File: config.mk
export PLATFORM = sky130hd
export DESIGN_NAME = spi_xfer_ctrl
export DESIGN_NICKNAME = d
export VERILOG_FILES = /design/src/rtl/spi_xfer_ctrl.sv
export SDC_FILE = /design/constraint.sdc
export NUM_CORES = 1
export LEC_CHECK = 0
export CORE_ASPECT_RATIO = 0.9
export CORE_MARGIN = 2
export CORE_UTILIZATION = 45
export DETAILED_ROUTE_END_ITERATION = 10
export PLACE_DENSITY = 0.64
export SETUP_SLACK_MARGIN = 0.15
export SLEW_MARGIN = 20
export SYNTH_ARGS = -nofsm -noshare
export SYNTH_HDL_FRONTEND = slang
export SYNTH_SLANG_ARGS = --single-unit
File: constraint.sdc
create_clock -name clk -period 2.7 [get_ports clk]
set_clock_uncertainty 0.2 [all_clocks]
set_input_delay 0.405 -clock clk [delete_from_list [all_inputs] [get_ports clk]]
set_output_delay 0.405 -clock clk [all_outputs]
set_load 0.05 [all_outputs]
File: src/rtl/spi_xfer_ctrl.sv
// Byte-level SPI transfer controller: TX FIFO feeds a single outstanding SPI
// transfer, whose received byte lands in an RX FIFO read by the host.
module spi_xfer_ctrl #(
  parameter int DEPTH = 8
) (
  input  logic                   clk,
  input  logic                   rst_n,
  input  logic                   wr_en,
  input  logic [7:0]             wr_data,
  output logic                   tx_full,
  output logic [$clog2(DEPTH):0] tx_count,
  input  logic                   rd_en,
  output logic [7:0]             rd_data,
  output logic                   rx_empty,
  output logic [$clog2(DEPTH):0] rx_count,
  input  logic                   clr_err,
  output logic                   tx_ovf,
  output logic                   rx_udf,
  output logic                   spi_start,
  output logic [7:0]             spi_tx_data,
  input  logic [7:0]             spi_rx_data,
  input  logic                   spi_done,
  input  logic                   spi_busy,
  output logic [1:0]             dbg_state
);

  localparam int AW = $clog2(DEPTH);
  localparam int CW = AW + 1;
  localparam logic [CW-1:0] DEPTH_C = CW'(DEPTH);
  localparam logic [CW-1:0] CNT_ONE = CW'(1);
  localparam logic [AW-1:0] PTR_ONE = AW'(1);

  typedef enum logic [1:0] {
    IDLE  = 2'd0,
    START = 2'd1,
    WAIT  = 2'd2
  } state_e;

  state_e        state_q;
  logic          spi_start_q;
  logic [7:0]    spi_tx_data_q;

  logic [7:0]    tx_mem [DEPTH];
  logic [7:0]    rx_mem [DEPTH];
  logic [AW-1:0] tx_wr_ptr_q, tx_rd_ptr_q, rx_wr_ptr_q, rx_rd_ptr_q;
  logic [CW-1:0] tx_count_q, tx_count_d, rx_count_q, rx_count_d;
  logic          tx_ovf_q, rx_udf_q;

  logic tx_push, tx_pop, rx_push, rx_pop, issue;

  // An issue requires a free RX slot, so the byte returned by this transfer
  // always has somewhere to go and the RX FIFO cannot overflow.
  assign issue   = (state_q == IDLE) && (tx_count_q != '0) &&
                   (rx_count_q < DEPTH_C) && !spi_busy;
  assign tx_pop  = issue;
  assign tx_push = wr_en && !tx_full;
  assign rx_push = (state_q == WAIT) && spi_done;
  assign rx_pop  = rd_en && !rx_empty;

  assign tx_full     = (tx_count_q == DEPTH_C);
  assign rx_empty    = (rx_count_q == '0);
  assign tx_count    = tx_count_q;
  assign rx_count    = rx_count_q;
  assign rd_data     = rx_mem[rx_rd_ptr_q];
  assign tx_ovf      = tx_ovf_q;
  assign rx_udf      = rx_udf_q;
  assign spi_start   = spi_start_q;
  assign spi_tx_data = spi_tx_data_q;
  assign dbg_state   = state_q;

  always_comb begin
    tx_count_d = tx_count_q;
    case ({tx_push, tx_pop})
      2'b10:   tx_count_d = tx_count_q + CNT_ONE;
      2'b01:   tx_count_d = tx_count_q - CNT_ONE;
      default: tx_count_d = tx_count_q;
    endcase
  end

  always_comb begin
    rx_count_d = rx_count_q;
    case ({rx_push, rx_pop})
      2'b10:   rx_count_d = rx_count_q + CNT_ONE;
      2'b01:   rx_count_d = rx_count_q - CNT_ONE;
      default: rx_count_d = rx_count_q;
    endcase
  end

  always_ff @(posedge clk) begin
    if (tx_push) tx_mem[tx_wr_ptr_q] <= wr_data;
    if (rx_push) rx_mem[rx_wr_ptr_q] <= spi_rx_data;
  end

  always_ff @(posedge clk or negedge rst_n) begin
    if (!rst_n) begin
      tx_wr_ptr_q <= '0;
      tx_rd_ptr_q <= '0;
      rx_wr_ptr_q <= '0;
      rx_rd_ptr_q <= '0;
      tx_count_q  <= '0;
      rx_count_q  <= '0;
      tx_ovf_q    <= 1'b0;
      rx_udf_q    <= 1'b0;
    end else begin
      if (tx_push) tx_wr_ptr_q <= tx_wr_ptr_q + PTR_ONE;
      if (tx_pop)  tx_rd_ptr_q <= tx_rd_ptr_q + PTR_ONE;
      if (rx_push) rx_wr_ptr_q <= rx_wr_ptr_q + PTR_ONE;
      if (rx_pop)  rx_rd_ptr_q <= rx_rd_ptr_q + PTR_ONE;
      tx_count_q <= tx_count_d;
      rx_count_q <= rx_count_d;
      // Clear wins over a same-cycle error event.
      if (clr_err) begin
        tx_ovf_q <= 1'b0;
        rx_udf_q <= 1'b0;
      end else begin
        if (wr_en && tx_full)  tx_ovf_q <= 1'b1;
        if (rd_en && rx_empty) rx_udf_q <= 1'b1;
      end
    end
  end

  // spi_done is only honoured in WAIT, so stray pulses elsewhere are dropped.
  always_ff @(posedge clk or negedge rst_n) begin
    if (!rst_n) begin
      state_q       <= IDLE;
      spi_start_q   <= 1'b0;
      spi_tx_data_q <= 8'h00;
    end else begin
      case (state_q)
        IDLE: begin
          spi_start_q <= 1'b0;
          if (issue) begin
            state_q       <= START;
            spi_start_q   <= 1'b1;
            spi_tx_data_q <= tx_mem[tx_rd_ptr_q];
          end
        end
        START: begin
          state_q     <= WAIT;
          spi_start_q <= 1'b0;
        end
        WAIT: begin
          spi_start_q <= 1'b0;
          if (spi_done) state_q <= IDLE;
        end
        default: begin
          state_q     <= IDLE;
          spi_start_q <= 1'b0;
        end
      endcase
    end
  end

endmodule

=== After elaboration in Yosys (flattened, before gate mapping) ===
Memories as Yosys holds them, arrays and structs flattened. A register that Yosys moved wholly into a read port is not among the register bits.
Index checks and enable logic that the tools add are counted.

* Add/sub/neg operators: 8
* Mux-type cells: 15
* $lt $le $gt $ge: 1
* Multiply operators: 0
* Equal/unequal tests: 9
* Divide/modulo/power cells: 0
* Shift-type cells: 0
* Reduce and logical (&&, ||, !) cells: 21
* Bitwise operators: 0

{| class="wikitable"
|+ Operators by type and width
! cell !! count
|-
| case mux 4 bit (2 select lines) || 2
|-
| adder 3 x 1 -> 3 bit, second input constant || 4
|-
| two-way mux 1 bit || 10
|-
| adder 4 x 1 -> 4 bit, second input constant || 2
|-
| logical AND 1 bit || 8
|-
| nonzero test 2 bit || 4
|-
| subtractor 4 x 1 -> 4 bit, second input constant || 2
|-
| equality test 2 x 1 -> 1 bit, second input constant || 3
|-
| equality test 2 bit, second input constant || 3
|-
| case mux 2 bit (3 select lines) || 1
|-
| equality test 4 bit, second input constant || 1
|-
| zero test 1 bit || 4
|-
| zero test 4 bit || 1
|-
| < comparator 4 bit, second input constant || 1
|-
| two-way mux 2 bit || 2
|-
| inequality test 2 bit, second input constant || 2
|-
| AND reduction 2 bit || 2
|-
| nonzero test 4 bit || 1
|-
| zero test 2 bit || 1
|}

* Memories: 2
* Bits in writable memories: 128
* Bits in read-only memories: 0
* Output and inout bits: 31
* Latch bits: 0
* Bits in registers: 25

{| class="wikitable"
|+ Memories
! memory !! words !! width !! rd ports !! clocked after Yosys merged registers in !! write ports !! RTL line !! text
|-
| rx_mem || 8 || 8 || 1 || 0 || 1 || 44 || <nowiki>logic [7:0] rx_mem [DEPTH];</nowiki>
|-
| tx_mem || 8 || 8 || 1 || 1 || 1 || 43 || <nowiki>logic [7:0] tx_mem [DEPTH];</nowiki>
|}

=== Longest topological paths before layout ===
* Depth after elaboration: 6
* Gate-level depth with buffers: 10
* Depth with buffers taken out: 10

=== Worst setup path after synthesis ===
No wires, ideal clock.

* Kind: flip-flop to flip-flop
* Start: register rx_count_q[0], in the netlist rx_count[0]
* End: register rx_count_q[3], in the netlist rx_count[3]
* Buffers on the path: 0
* Path slack: -1.488 ns
* Setup time: 0.116 ns
* Arrival time: 3.872 ns
* Data required time: 2.384 ns
* Period minus slack after synthesis: 4.188 ns
* Stages on the path, launching flop included: 8
* Cell sequence: dfrtp_1 > nor4_1 > nor2b_1 > ha_1 > ha_1 > a21oi_1 > o21ai_0 > o311ai_0

* Word-level cells in the longest chain between the ends: 5

{| class="wikitable"
|+ Ends and longest elaborated chain
! what !! RTL line !! text
|-
| start: declaration || 46 || <nowiki>logic [CW-1:0] tx_count_q, tx_count_d, rx_count_q, rx_count_d;</nowiki>
|-
| start signal: assignment || 110 || <nowiki>rx_count_q <= rx_count_d;</nowiki>
|-
| zero test 4 bit * || 61 || <nowiki>assign rx_empty = (rx_count_q == '0);</nowiki>
|-
| named net rx_empty || 14 || <nowiki>output logic rx_empty,</nowiki>
|-
| zero test 1 bit * || 58 || <nowiki>assign rx_pop = rd_en && !rx_empty;</nowiki>
|-
| logical AND 1 bit * || 58 ||
|-
| named net rx_pop || 49 || <nowiki>logic tx_push, tx_pop, rx_push, rx_pop, issue;</nowiki>
|-
| equality test 2 x 1 -> 1 bit / equality test 2 bit (equally long branches) || 82 || <nowiki>case ({rx_push, rx_pop})</nowiki>
|-
| case mux 4 bit (2 select lines) / nonzero test 2 bit (equally long branches) || n/a ||
|}

The timed path passes the listed nets; every way through them passes the cells marked *.
A chain may end at the register's enable or synchronous reset.

=== Final worst setup path ===
* Start: register rx_rd_ptr_q[0]
* End: output rd_data[6]

* Word-level cells in the longest chain between the ends: 1

{| class="wikitable"
|+ Ends and longest elaborated chain
! what !! RTL line !! text
|-
| start: declaration || 45 || <nowiki>logic [AW-1:0] tx_wr_ptr_q, tx_rd_ptr_q, rx_wr_ptr_q, rx_rd_ptr_q;</nowiki>
|-
| start signal: assignment || 108 || <nowiki>if (rx_pop) rx_rd_ptr_q <= rx_rd_ptr_q + PTR_ONE;</nowiki>
|-
| memory read (8 x 8 bit) || n/a ||
|-
| end: declaration || 13 || <nowiki>output logic [7:0] rd_data,</nowiki>
|}

No other way between the ends.

==> qor.yml <==
status: "complete, no violations"
whs_endpoint: "tx_ovf"
core_area_sq_um: 14100
met3_usage_pct: 4.05
fin_nets: 480
startpoint_type: "register"
place.gp.congestion: 0.724
use_met1_pct: 21.2
viasPerCell: 5.16
avgRoutedWirePerCell_microns: 18.3
fin_util_pct: 57.9
hp-start: "tx_ovf"
path_class: "reg -> out"
peakVddDrop_mv: 0.607
regToRegSetupSlack_ns: 0.26
leakagePower_nw: 2.88
layout_min_cycle_time_ns: 2.61
report.power.total_mw: 9.46
rsz0062_at_grt: "true"
synthCells: 352
path_cells: "clkbuf_16 > mux4_2 > mux2_2 > buf_6"
synth_top_cell_area_share_pct: 59.2
drive_gt1_share_pct: 30.1
r2r-start: "dbg_state[1]"
slew_violations: 0
cp_max_fo: 8
slew_headroom_pct: 47.6
cts.sinks: 161
synth-seq-cells: 161
final_common_cell: "edfxtp_1"
rows: 41
htreeDepth: 4
io_buffers: 53
fmax_mhz: 383
io_pins: 54
post_dp_cell_area_sq_um: 7480
drv_cap: 0
critical_path.top_delay_family: "multiplexers"
synth_xor_area_share_pct: 1.87
fin_crit_sh_pct: 96.6
synth_compound_area_share_pct: 1.43
grtUsageMet2_pct: 27.3
synth_top_family_by_area: "multiplexers"
drtAntennaViolNets: 0
syn_avg_cell_area_sq_um: 18.5
required_ns: 2.10
grt_pass1_vias: 3465
layout_common_cells: "edfxtp_1, clkdlybuf4s50_1, mux4_2"
cts_tree: "yes"
setup_violations: 0
netlist_area_sq_um: 6500
synth-simple-area-share_pct: 6.14
hold_viol: 0
vias: 3367
cpPeakStageDelay_ns: 0.50
synthMuxAreaShare_pct: 14.7
initial_utilization_pct: 46.2
crit_slowest_cell: "mux4_2"
tightest_slew_ns: 0.786
synth_fp_nets: 386
first_iter_violations: 236
yosys_warnings: 0
power_density_nw_per_um2: 1160
clkLatencyLatePin_ns: 0.42
dieArea_sq_um: 15400
final_cell_area_sq_um: 8130
path_buf_inv: 2
grtUsageTotal_pct: 16.5
whs_ns: 0.303
drt_wl_total_mm: 11.9
synth_seq_area_share_pct: 71.9
yosysTopAreaCell: "edfxtp_1"
grt_overflow_total: 0
rr_worst_depth: 9
die_y_microns: 118
tns_ns: 0
insertedDiodeCount: 0
antenna_found_initial: 0
cts.path.max_buffers: 2
cts.clk_slew.worst_paths_ns: 0.06
cts_root_buffer: "clkbuf_16"
drtPass1Iterations: 4
cts_made_buffers: 17
crit_arrival_ns: 2.00
hold_path.class: "reg -> reg"
end_kind: "primary output"
holdPathStages: 2
drcViolationCount: 0
r2r-end: "tx_count[2]"
dp_hpwl_mm: 7.66
die_w_microns: 131
grt_max_degree: 34
syn2layout_area_growth_pct: 25.2
ys_types: 40
grt_pass1_wl_mm: 18.7
synth_fa_ha_area_share_pct: 2.23
top_usage_layer: "met2"
netlist_top_cells_area: "edfxtp_1, dfrtp_1, mux4_2"
-- final cells by class --
cell class / instances / area, sq um
Clock buffer: 18 / 429
Clock inverter: 14 / 92.6
Fill cell: 1075 / 5920
Inverter: 7 / 26.3
Multi-Input combinational cell: 171 / 1800
Sequential cell: 161 / 4680
Tap cell: 193 / 241
Timing Repair Buffer: 88 / 862
-- worst min-delay path: stages (launching register included) --
cell and delay (ns):
dfrtp_1 0.34, a21oi_1 0.04, nor2_1 0.08
-- report_power, final --
| part | switching [mW] | internal, mW |
|---|---|---|
| Combinational | 2.06 | 1.75 |
| Sequential | 0.422 | 3.13 |
| Clock | 0.935 | 1.17 |
-- worst max-delay path by stage --
stage | startpoint | endpoint | cells past startpoint | slack (ns)
CTS | rx_rd_ptr_q[0] | rd_data[5] | 4 | 0.03
global placement | spi_busy | tx_count[2] | 10 | 0.03
detailed placement | spi_busy | tx_count[2] | 10 | -0.06
floorplan | tx_count[2] | tx_count[3] | 8 | -0.1
global route | rx_rd_ptr_q[0] | rd_data[6] | 4 | 0.04
finish | rx_rd_ptr_q[0] | rd_data[6] | 4 | 0.09
-- synthesized netlist by cell type --
| master | count |
|---|---|
| nand3_1 | 1 |
| nand3b_1 | 1 |
| o311ai_0 | 1 |
| ha_1 | 10 |
| xor2_1 | 6 |
| mux2_1 | 1 |
| xnor2_1 | 6 |
| or4_4 | 1 |
| nor3_1 | 6 |
| o21ai_0 | 3 |
| or3_1 | 2 |
| clkbuf_1 | 2 |
| mux4_1 | 3 |
| nor4b_2 | 1 |
| mux2_2 | 10 |
| nor3b_1 | 1 |
| nand4b_1 | 1 |
| edfxtp_1 | 128 |
| xnor2_2 | 1 |
| nor2_4 | 1 |
| nor4_4 | 1 |
| buf_4 | 3 |
| mux4_2 | 29 |
| nand2b_1 | 8 |
| buf_6 | 3 |
| inv_1 | 7 |
| nand2_2 | 1 |
| buf_2 | 2 |
| mux2i_1 | 10 |
| buf_1 | 2 |
| a2111oi_0 | 1 |
| clkbuf_2 | 1 |
| nor2b_1 | 2 |
| nor4_1 | 3 |
| nand2_1 | 20 |
| nor4b_1 | 1 |
| a21oi_1 | 12 |
| dfrtp_1 | 33 |
| nor2_1 | 26 |
| fa_1 | 1 |
-- logic make-up (layout without fill, tap and decap cells) --
family,after synthesis,after routing
xor gates and xnor gates,13,13
buffers and inverters,20,127
DFF,161,161
AOI/OAI and AO/OA,17,17
and+or+nand+nor,77,77
muxes,53,53
adders and majority gates,11,11
-- state kept, by name, summed over array words and instances, names as in the netlist --
name / flops
tx_ovf: 1
tx_rd_ptr_q: 3
rx_wr_ptr_q: 3
spi_tx_data: 8
tx_count: 4
rx_mem: 64
rx_rd_ptr_q: 3
tx_mem: 64
rx_udf: 1
spi_start: 1
rx_count: 4
dbg_state: 2
tx_wr_ptr_q: 3
-- per-layer routing --
layer	up-vias	part of all wire, %	wire [microns]
met5	-	0	0
li1	1556	-	-
met2	51	51	6120
met3	15	2.8	333
met1	1745	44	5280
met4	0	1.5	176
-- per-stage QoR --
step                      instances  setup slack [ns]
after floorplan                 352           -0.0993
after CTS                       647            0.0279
final                           652            0.0912
after global routing            652            0.0357
after detailed placement        613           -0.0590
after global placement          613            0.0290
-- repair_timing --
item / in CTS / in global routing
pin swaps: 0 / 4
cloned: 0 / 2
buffers inserted: 1 / 3
gates resized for setup: 2 / 16
endpoints found under the setup margin: 10 / 10
endpoints found under the hold margin: 33 / 0
hold buffers: 1 / 0
Power figures use the tool's default switching activity.
